--- config.mk ---
export PLATFORM = sky130hd
export DESIGN_NAME = ps2_tx
export DESIGN_NICKNAME = d
export VERILOG_FILES = /design/src/rtl/ps2_tx.sv
export SDC_FILE = /design/constraint.sdc
export NUM_CORES = 1
export LEC_CHECK = 0
export ABC_AREA = 1
export CORE_MARGIN = 2
export CORE_UTILIZATION = 62
export CTS_CLUSTER_DIAMETER = 100
export DETAILED_ROUTE_END_ITERATION = 6
export PLACE_DENSITY = 0.83
export RECOVER_POWER = 25
export SYNTH_ARGS = -nofsm -noshare
export SYNTH_HDL_FRONTEND = slang
export SYNTH_SLANG_ARGS = --single-unit
--- constraint.sdc ---
create_clock -name clk -period 2.59 [get_ports clk]
set_clock_uncertainty 0.15 [all_clocks]
set_input_delay 0.3885 -clock clk [delete_from_list [all_inputs] [get_ports clk]]
set_output_delay 0.3885 -clock clk [all_outputs]
set_load 0.05 [all_outputs]
--- src/rtl/ps2_tx.sv ---
// PS/2 host-to-device transmitter: inhibit, request-to-send, shift one byte out on device clock, check ACK.
// Optional build macro PS2_TX_RETRY_EN: one automatic retry of a no-ACK failure per accepted byte.
module ps2_tx #(
  parameter int INHIBIT_CYCLES = 5000,
  parameter int TIMEOUT_CYCLES = 750000,
  parameter int FILTER_LEN     = 8
) (
  input  logic       clk,
  input  logic       rst,
  input  logic [7:0] tx_data,
  input  logic       tx_valid,
  output logic       tx_ready,
  output logic       busy,
  output logic       tx_done,
  output logic       tx_err,
  output logic [1:0] err_code,
  input  logic       ps2_clk_in,
  input  logic       ps2_data_in,
  output logic       ps2_clk_oe,
  output logic       ps2_data_oe
);

  localparam int CNT_MAX = (INHIBIT_CYCLES > TIMEOUT_CYCLES) ? INHIBIT_CYCLES : TIMEOUT_CYCLES;
  localparam int CNT_W   = $clog2(CNT_MAX + 1);

  typedef enum logic [2:0] {
    S_IDLE, S_INHIBIT, S_REQ, S_SHIFT, S_ACK, S_WAIT_IDLE, S_ABORT
  } state_e;

  typedef enum logic [1:0] {
    ERR_NONE    = 2'd0,
    ERR_TIMEOUT = 2'd1,
    ERR_NOACK   = 2'd2
  } err_e;

  state_e                state_q, state_d;
  logic [CNT_W-1:0]      cnt_q, cnt_d;
  logic [3:0]            nbit_q, nbit_d;
  logic [9:0]            frame_q, frame_d;
  logic [9:0]            shift_q, shift_d;
  logic                  data_oe_d, tx_done_d, tx_err_d;
  logic [1:0]            err_code_d;
  logic [1:0]            clk_sync, data_sync;
  logic [FILTER_LEN-1:0] clk_hist;
  logic                  clk_filt, clk_filt_d1;
  logic                  fall, data_s, timeout;
`ifdef PS2_TX_RETRY_EN
  logic                  retried_q, retried_d;
`endif

  // Pin conditioning: the clock level only changes after FILTER_LEN identical synchronized samples.
  always_ff @(posedge clk) begin
    // NOTE: sequential state uses non-blocking (<=) so every register updates from pre-edge values.
    if (rst) begin
      clk_sync    <= 2'b11;
      data_sync   <= 2'b11;
      clk_hist    <= '1;
      clk_filt    <= 1'b1;
      clk_filt_d1 <= 1'b1;
    end else begin
      clk_sync    <= {clk_sync[0], ps2_clk_in};
      data_sync   <= {data_sync[0], ps2_data_in};
      clk_hist    <= {clk_hist[FILTER_LEN-2:0], clk_sync[1]};
      if (&clk_hist)       clk_filt <= 1'b1;
      else if (~|clk_hist) clk_filt <= 1'b0;
      clk_filt_d1 <= clk_filt;
    end
  end

  assign fall    = clk_filt_d1 & ~clk_filt;
  assign data_s  = data_sync[1];
  assign timeout = (cnt_q == CNT_W'(TIMEOUT_CYCLES - 1));

  always_comb begin
    // NOTE: every variable gets a default first so no branch can infer a latch.
    state_d    = state_q;
    cnt_d      = (&cnt_q) ? cnt_q : cnt_q + CNT_W'(1);
    nbit_d     = nbit_q;
    frame_d    = frame_q;
    shift_d    = shift_q;
    data_oe_d  = ps2_data_oe;
    tx_done_d  = 1'b0;
    tx_err_d   = 1'b0;
    err_code_d = err_code;
`ifdef PS2_TX_RETRY_EN
    retried_d  = retried_q;
`endif
    unique case (state_q)
      S_IDLE: begin
        cnt_d     = '0;
        data_oe_d = 1'b0;
        if (tx_valid && tx_ready) begin
          state_d    = S_INHIBIT;
          frame_d    = {1'b1, ~^tx_data, tx_data};
          err_code_d = ERR_NONE;
`ifdef PS2_TX_RETRY_EN
          retried_d  = 1'b0;
`endif
        end
      end
      S_INHIBIT: begin
        data_oe_d = 1'b0;
        if (cnt_q == CNT_W'(INHIBIT_CYCLES - 1)) begin
          state_d   = S_REQ;
          cnt_d     = '0;
          nbit_d    = '0;
          shift_d   = frame_q;
          data_oe_d = 1'b1;
        end
      end
      S_REQ, S_SHIFT, S_ACK, S_WAIT_IDLE: begin
        if (fall) cnt_d = '0;
        if (state_q == S_WAIT_IDLE && clk_filt && data_s) begin
          tx_done_d = 1'b1;
          state_d   = S_IDLE;
        end else if (fall && state_q == S_ACK) begin
          if (!data_s) begin
            state_d = S_WAIT_IDLE;
          end else begin
            state_d = S_ABORT;
`ifdef PS2_TX_RETRY_EN
            if (!retried_q) begin
              retried_d = 1'b1;
            end else begin
              tx_err_d   = 1'b1;
              err_code_d = ERR_NOACK;
            end
`else
            tx_err_d   = 1'b1;
            err_code_d = ERR_NOACK;
`endif
          end
        end else if (fall && state_q != S_WAIT_IDLE) begin
          // Start bit is already on the line; falls 1..10 present data, parity, then the stop bit.
          data_oe_d = ~shift_q[0];
          shift_d   = shift_q >> 1;
          nbit_d    = nbit_q + 4'd1;
          state_d   = (nbit_q == 4'd9) ? S_ACK : S_SHIFT;
        end else if (timeout && !fall) begin
          state_d    = S_ABORT;
          data_oe_d  = 1'b0;
          tx_err_d   = 1'b1;
          err_code_d = ERR_TIMEOUT;
        end
      end
      S_ABORT: begin
        data_oe_d = 1'b0;
        cnt_d     = '0;
        state_d   = S_IDLE;
`ifdef PS2_TX_RETRY_EN
        // An ABORT without the error pulse is the single retry of a no-ACK failure.
        if (!tx_err) state_d = S_INHIBIT;
`endif
      end
      default: state_d = S_IDLE;
    endcase
  end

  // Outputs are registered from the next-state values so they line up with the state they describe.
  always_ff @(posedge clk) begin
    if (rst) begin
      state_q     <= S_IDLE;
      cnt_q       <= '0;
      nbit_q      <= '0;
      frame_q     <= '0;
      shift_q     <= '0;
      tx_ready    <= 1'b1;
      busy        <= 1'b0;
      tx_done     <= 1'b0;
      tx_err      <= 1'b0;
      err_code    <= ERR_NONE;
      ps2_clk_oe  <= 1'b0;
      ps2_data_oe <= 1'b0;
`ifdef PS2_TX_RETRY_EN
      retried_q   <= 1'b0;
`endif
    end else begin
      state_q     <= state_d;
      cnt_q       <= cnt_d;
      nbit_q      <= nbit_d;
      frame_q     <= frame_d;
      shift_q     <= shift_d;
      tx_ready    <= (state_d == S_IDLE);
      busy        <= (state_d != S_IDLE);
      tx_done     <= tx_done_d;
      tx_err      <= tx_err_d;
      err_code    <= err_code_d;
      ps2_clk_oe  <= (state_d == S_INHIBIT);
      ps2_data_oe <= data_oe_d;
`ifdef PS2_TX_RETRY_EN
      retried_q   <= retried_d;
`endif
    end
  end

endmodule

* After elaboration in Yosys (flattened, before gate mapping)
Cells that the tools add are included.
Storage, ports and cells: register bits 69, input bits 13, output and inout bits 8, logic and storage cells 110
Operators by class: $add $sub $neg 2, eq/ne operators 20, multiplexer cells 41, bitwise operators 4, reductions and logical operators 26
Operators by type and width (number):
- 2-to-1 mux 20 bit | 3
- one-hot mux 20 bit (3 select lines) | 1
- 2-to-1 mux 10 bit | 4
- 2-to-1 mux 3 bit | 7
- adder 20 x 1 -> 20 bit (second input constant) | 1
- equality test 20 x 13 -> 1 bit (second input constant) | 1
- equality test 20 bit (second input constant) | 1
- one-hot mux 10 bit (2 select lines) | 1
- AND reduction 20 bit | 1
- 2-to-1 mux 4 bit | 4
- != test 3 bit (second input constant) | 5
- 2-to-1 mux 2 bit | 7
- 2-to-1 mux 1 bit | 10
- != test 2 bit (second input constant) | 5
- equality test 3 bit (second input constant) | 3
- one-hot mux 3 bit (3 select lines) | 1
- one-hot mux 4 bit (2 select lines) | 1
- AND reduction 8 bit | 1
- OR reduction 8 bit | 1
- XNOR reduction 8 bit | 1
- equality test 3 x 1 -> 1 bit (second input constant) | 2
- equality test 3 x 2 -> 1 bit (second input constant) | 2
- logical AND 1 bit | 6
- zero test 3 bit | 2
- 16 further kinds | 22

* Logic depth before layout (Yosys ltp)
Gate-level depths: netlist (run 1).
depth in word-level cells 10, depth in mapped cells 12

* Worst setup path before layout (run 1)
OpenSTA, ideal clock, no wires.
path kind register to register, start register cnt_q[0], end register cnt_q[1], setup time 0.116 ns, arrival 1.492 ns, setup slack 0.832 ns, cell stages (with the launch flop) 11, buffers on the path 0, clock period less this slack 1.758 ns, cells stage by stage dfxtp_1 ha_1 nand3_1 inv_2 nand2_2 nor2_4 nand3_2 nor2_2 nand2_2 o21ai_0 nor2_1
On the way: longest elaborated chain between the ends 4
Ends and longest elaborated chain:
- start: declaration | line 37 | logic [CNT_W-1:0] cnt_q, cnt_d;
- start signal: assignment | line 179 | cnt_q <= cnt_d;
- adder 20 x 1 -> 20 bit or AND reduction 20 bit (tied branches) | line 77 | cnt_d = (&cnt_q) ? cnt_q : cnt_q + CNT_W'(1);
- 2-to-1 mux 20 bit | line 77
- 2-to-1 mux 20 bit (on tied branches) | line 112, 103
- one-hot mux 20 bit (3 select lines) (*) | line 88 | unique case (state_q)
Mark *: on every way between the ends. The rest lies on a longest branch, timed or not. A chain may end at the register's enable or synchronous reset.

* Worst setup path after layout (run 1)
start register state_q[2], end register shift_q[8]
On the way: longest elaborated chain between the ends 5
Ends and longest elaborated chain:
- start: declaration | line 36 | state_e state_q, state_d;
- start signal: assignment | line 178 | state_q <= state_d;
- equality test 3 bit | line 88, 113
- logical AND 1 bit (2 in a row) | line 113 | if (state_q == S_WAIT_IDLE && clk_filt && data_s) begin
- != test 2 bit (no line)
- AND reduction 5 bit (no line)
- end signal: assignment | line 182 | shift_q <= shift_d;
- end: declaration | line 40 | logic [9:0] shift_q, shift_d;
Several ways; a longest one is shown, not always the timed one.

==> metrics.md, run 1 <==
| Metric | Value |
|---|---|
| Status | finished clean |
| Worst path buffer plus inverter count | 3 |
| Mapped Area | 0.003363 sq mm |
| Max cap viols | 0 |
| Cells after Synth | 444 |
| Fin cells | 543 |
| Most common cell after layout, fill and taps aside | nand2_1 |
| Clk pin slew, worst setup/hold paths | 0.07 ns |
| Largest stage delay on the critical path | 0.35 ns |
| Highest Clock Rate | 458.8 MHz |
| Pwr Density | 663.8 mW/mm^2 |
| Sequential fraction of the synthesis area | 0.4107 |
| Vias per inst | 5.442 |
| Avg WL per Cell | 13.05 um |
| Yosys top cell area share | 0.4107 |
| Final hold violation count | 0 |
| Initial antenna violation count | 0 |
| GPL Wtd Cong | 0.8952 |
| Tot GR Track Use | 0.2600 |
| Crit end category | register |
| Critical Path AT | 2.26 ns |
| Post-Syn Nets | 460 |
| Residual DRC | 0 |
| Nets | 484 |
| Num Clock Sinks | 69 |
| Largest net degree at the start of global routing | 27 |
| Die height | 77.65 um |
| CP max FO | 22 |
| Yosys warning total | 0 |
| Die area | 0.006030 sq mm |
| Critical path type | register to register |
| Die W | 77.65 um |
| Pleak | 0.001536 uW |
| Inst Count DP | 527 |
| # diodes | 0 |
| First-pass GRT wire length | 12,570 um |
| Number of flops mapped to enable cells by yosys | 0 |
| # hold bufs at CTS | 0 |
| Critical path data required time | 2.67 ns |
| Post-DRT Antenna Nets | 0 |
| Row Count | 26 |
| Top cells by area, synth | dfxtp_1, nand2_1, inv_1, nand3_1, nor2_1 |
| Commonest non-fill, non-tap cells in the layout | nand2_1, dfxtp_1, inv_1 |
| Main flop type after synthesis | dfxtp_1 |
| Maximum VDD drop | 517.9 uV |
| Unrepaired setup endpoints after global routing | false |
| Initial core utilization | 0.6502 |
| Port Buffers | 20 |
| Initial DRC Count | 191 |
| Clock buffer count from CTS | 9 |
| Hold Worst Slack | 0.2595 ns |
| DRT Pass-1 Iters | 5 |
| Hold crit path type | register to register |
| TritonCTS clock tree | done |
| PostCTS Resize Cnt | 0 |
| Number of global-route vias before repair | 2,776 |
| # IOs | 21 |
| CTS max path bufs | 2 |
| Final setup vio count | 0 |
| Startpoint type of the worst setup path | register |
| Avg Synthesized Cell Area | 7.575 sq um |
| Total gr overflow | 0 |
| Largest area contributor in the netlist | dfxtp_1 |
| Delay-heaviest family, CP | simple AND/OR/NAND/NOR gates |
| DP HPWL | 5021 um |
| Clk root buf | clkbuf_8 |
| Async SR Flop Fraction | 0 |
| Seq cells post-synth | 69 |
| Fillers | 421 |
| Fin crit share | 0.8416 |
| Final Power | 2518 uW |
| Proportion of layout cells with a drive suffix above 1 | 0.1564 |
| Worst-Margin Slew | 1.058 ns |
| Clk_lat worst skew | 0.35 ns |
| Crit-path cells | inv_2 -> nor2_4 -> nor2_4 -> inv_4 -> nand2_2 -> o21ai_2 -> inv_2 -> nand3_4 -> o21ai_0 -> a21oi_2 |
| Synth unique cells | 41 |
| Rel. slew slack | 0.2948 |
| Core footprint | 0.005172 sq mm |
| H-tree depth | 3 |
| Setup TNS | 0 ns |
| Post-CTS setup buffer count | 0 |
| Overall routed net length | 7086 um |
| Slowest cell on crit path | dfxtp_1 |
| Slew Limit Fails | 0 |
| Via count | 2,955 |
| Tmin final | 2.180 ns |
| Area grow syn2layout | 12.80% |
-- metal layers --
layer	share of wire	wire length (um)	up-vias	global-route usage
met3	0.054	383	13	0.06744
met2	0.49	3477	79	0.4422
met1	0.44	3101	1375	0.3134
met5	0	0	-	0
li1	-	-	1488	-
met4	0.017	123	0	0.1000
-- flip-flops by register name (all words and copies together) (netlist names), 2 cells and up --
| signal | cells |
|---|---|
| clk_hist | 8 |
| clk_sync | 2 |
| cnt_q | 20 |
| data_sync | 2 |
| err_code | 2 |
| frame_q | 10 |
| nbit_q | 4 |
| shift_q | 10 |
| state_q | 3 |
-- path summary, 6_finish.rpt --
path           startpoint      endpoint  slack (ns)  cells after the start
min          data_sync[0]  data_sync[1]        0.26                      1
min reg2reg  data_sync[0]  data_sync[1]        0.26                      1
max            state_q[2]    shift_q[8]        0.41                     10
max reg2reg    state_q[2]    shift_q[8]        0.41                     10
-- layout make-up --
type	instances	area, sq um	area share
inverters	59	224.0	0.05904
clock inverters	4	47.55	0.01253
multi-input cells	306	1689	0.4453
flip-flops and latches	69	1381	0.3641
repair buffers	23	219.0	0.05772
well taps	70	87.58	0.02309
clock buffers	12	145.1	0.03826
-- where the power goes --
group / switching, uW / total (uW) / internal [uW]
registers: 40.4 / 1180 / 1140
logic: 317 / 476 / 159
clock network: 395 / 863 / 468
total: 753 / 2520 / 1770
-- logic make-up (layout without fill, tap and decap cells) --
logic type                 after synthesis  in the layout  synth area share
and+or+nand+nor                        213            213            0.3155
AOI/OAI and AO/OA                       74             74            0.1339
DFF                                     69             69            0.4107
buffers and inverters                   69             98           0.08705
xor gates and xnor gates                16             16           0.04167
adders and majority gates                3              3           0.01116
-- synth_stat cells (3+ instances only) --
cell and count:
clkbuf_1 5, nand3b_1 4, nor3_2 3, inv_2 8, xor2_1 9, dfxtp_1 69
or2_2 8, a21oi_1 29, inv_1 48, nor2_2 3, nand2_1 76, o21ai_1 7
a21oi_2 9, nor2_4 4, nand3_2 3, ha_1 3, xnor2_1 7, nand3_1 35
nand4_1 8, nand2_2 12, o21ai_0 20, o211a_1 3, nor3_1 8, nor2_1 43
-- per-stage QoR --
stage,instance area [sq um],util,setup WS [ns]
after floorplan,3363,-,0.8325
final,3794,0.7334,0.4103
after global routing,3794,0.7334,0.2812
after detailed placement,3605,0.6969,0.4689
after CTS,3797,0.7342,0.4442
after global placement,3605,0.6969,0.5316
Power figures use the tool's default switching activity.
==> run 2: changes to the inputs <==
CORE_UTILIZATION = 53   (was 62)
PLACE_DENSITY = 0.75   (was 0.83)
clock period = 2 ns   (was 2.59 ns; I/O delays follow)
==> metrics.md, run 2 (same netlist as run 1, synthesis figures left out) <==
| Metric | Value |
|---|---|
| Critical path type | register to primary output |
| DRT Pass-1 Iters | 4 |
| CTS max path bufs | 2 |
| Area grow syn2layout | 17.93% |
| Highest Clock Rate | 518.0 MHz |
| Residual DRC | 0 |
| Num Clock Sinks | 69 |
| H-tree depth | 3 |
| Slowest cell on crit path | clkdlybuf4s50_1 |
| Core footprint | 0.006241 sq mm |
| TritonCTS clock tree | done |
| R2R Path End | tx_ready |
| Max reg flops | 20 |
| Worst Hold Path EP | data_sync[1] |
| Status | finished clean |
| Worst R2R Path Depth | 11 |
| Max cap viols | 0 |
| Tot GR Track Use | 0.2286 |
| Tmin final | 1.931 ns |
| Hold Worst Slack | 0.2644 ns |
| Worst-Margin Slew | 0.7162 ns |
| # diodes | 0 |
| Clock buffer count from CTS | 9 |
| Number of global-route vias before repair | 2,945 |
| Row Count | 29 |
| Post-route cell area | 0.003966 sq mm |
| Delay-heaviest family, CP | buffers and inverters |
| HP Start | data_sync[0] |
| Commonest non-fill, non-tap cells in the layout | nand2_1, dfxtp_1, inv_1 |
| Clk_lat worst skew | 0.35 ns |
| Most common cell after layout, fill and taps aside | nand2_1 |
| Setup TNS | 0 ns |
| # hold bufs at CTS | 0 |
| Via count | 2,999 |
| Critical Path AT | 1.48 ns |
| Hold depth | 1 |
| Top reg by flops | cnt_q |
| Largest stage delay on the critical path | 0.80 ns |
| Largest registers | cnt_q (20), frame_q (10), shift_q (10) |
| Final setup vio count | 0 |
| Final Power | 3280 uW |
| Total gr overflow | 0 |
| Post-DRT Antenna Nets | 0 |
| Nets | 503 |
| Pleak | 0.001643 uW |
| Maximum VDD drop | 727.6 uV |
| Pwr Density | 826.8 mW/mm^2 |
| Worst path buffer plus inverter count | 1 |
| Port Buffers | 20 |
| CP max FO | 2 |
| # IOs | 21 |
| Crit-path cells | clkdlybuf4s50_1 |
| Die height | 83.66 um |
| Initial antenna violation count | 0 |
| Final hold violation count | 0 |
| Critical Path Start | tx_ready |
| Fin crit share | 0.9653 |
| GPL Wtd Cong | 0.9108 |
| Vias per inst | 5.289 |
| Clk root buf | clkbuf_8 |
| Hold crit path type | register to register |
| Avg WL per Cell | 13.18 um |
| Critical path data required time | 1.55 ns |
| Inst Count DP | 552 |
| Largest net degree at the start of global routing | 18 |
| Startpoint type of the worst setup path | register |
| Die W | 83.66 um |
| Clk pin slew, worst setup/hold paths | 0.06 ns |
| Crit end category | primary output |
| Overall routed net length | 7474 um |
| First-pass GRT wire length | 12,950 um |
| Worst reg-to-reg setup slack | 0.17 ns |
| Initial core utilization | 0.5389 |
| Rel. slew slack | 0.5225 |
| Placed Area | 0.003749 sq mm |
| Critical R2R Launch | cnt_q[9] |
| Die area | 0.006999 sq mm |
| DP HPWL | 5544 um |
| Proportion of layout cells with a drive suffix above 1 | 0.1939 |
| Fin cells | 567 |
| Initial DRC Count | 189 |
| Slew Limit Fails | 0 |
## run 2: changes by cell type in the layout (fill, tap and decap cells not counted), moves of 2 or more
cell and change:
buf_4 +15, clkbuf_1 +4, dfxtp_1 -4, nand2_4 +2
dfxtp_2 +4
## run 2: stage by stage
step	util	worst slack, ns
after CTS	0.6295	0.04877
after floorplan	-	0.2425
after global placement	0.6006	0.1250
after global routing	0.6355	-0.007837
after detailed placement	0.6006	0.07260
final	0.6355	0.06932
## run 2: area by class of cell
type / count / area, sq um
clock buffers: 12 / 145.1
repair buffers: 42 / 346.6
inverters: 59 / 224.0
fillers: 564 / 2275
multi-input cells: 306 / 1733
flip-flops and latches: 69 / 1386
well taps: 77 / 96.34
clock inverters: 2 / 35.03
## run 2: layer usage
metal	part of all wire	vias to the layer above	wire (um)	global-route usage
li1	-	1528	-	-
met1	0.45	1388	3355	0.2744
met2	0.49	66	3672	0.3898
met3	0.037	17	280	0.04946
met4	0.022	0	167	0.1056
met5	0	-	0	0
## run 2: what timing repair did
item	CTS	global route
endpoints found under the hold margin	0	0
gates resized for setup	0	13
endpoints found under the setup margin	0	38
setup buffers	0	1
## run 2: worst max path at each step
stage | to | cells after the start
after floorplan | cnt_q[1] | 10
after global placement | shift_q[9] | 9
after detailed placement | cnt_q[1] | 10
after CTS | cnt_q[1] | 10
after global routing | tx_ready | 10
final | tx_ready | 1
## run 2: report_power, final
part	switching, uW	internal (uW)
logic	421	244
clock network	491	595
registers	52.2	1480
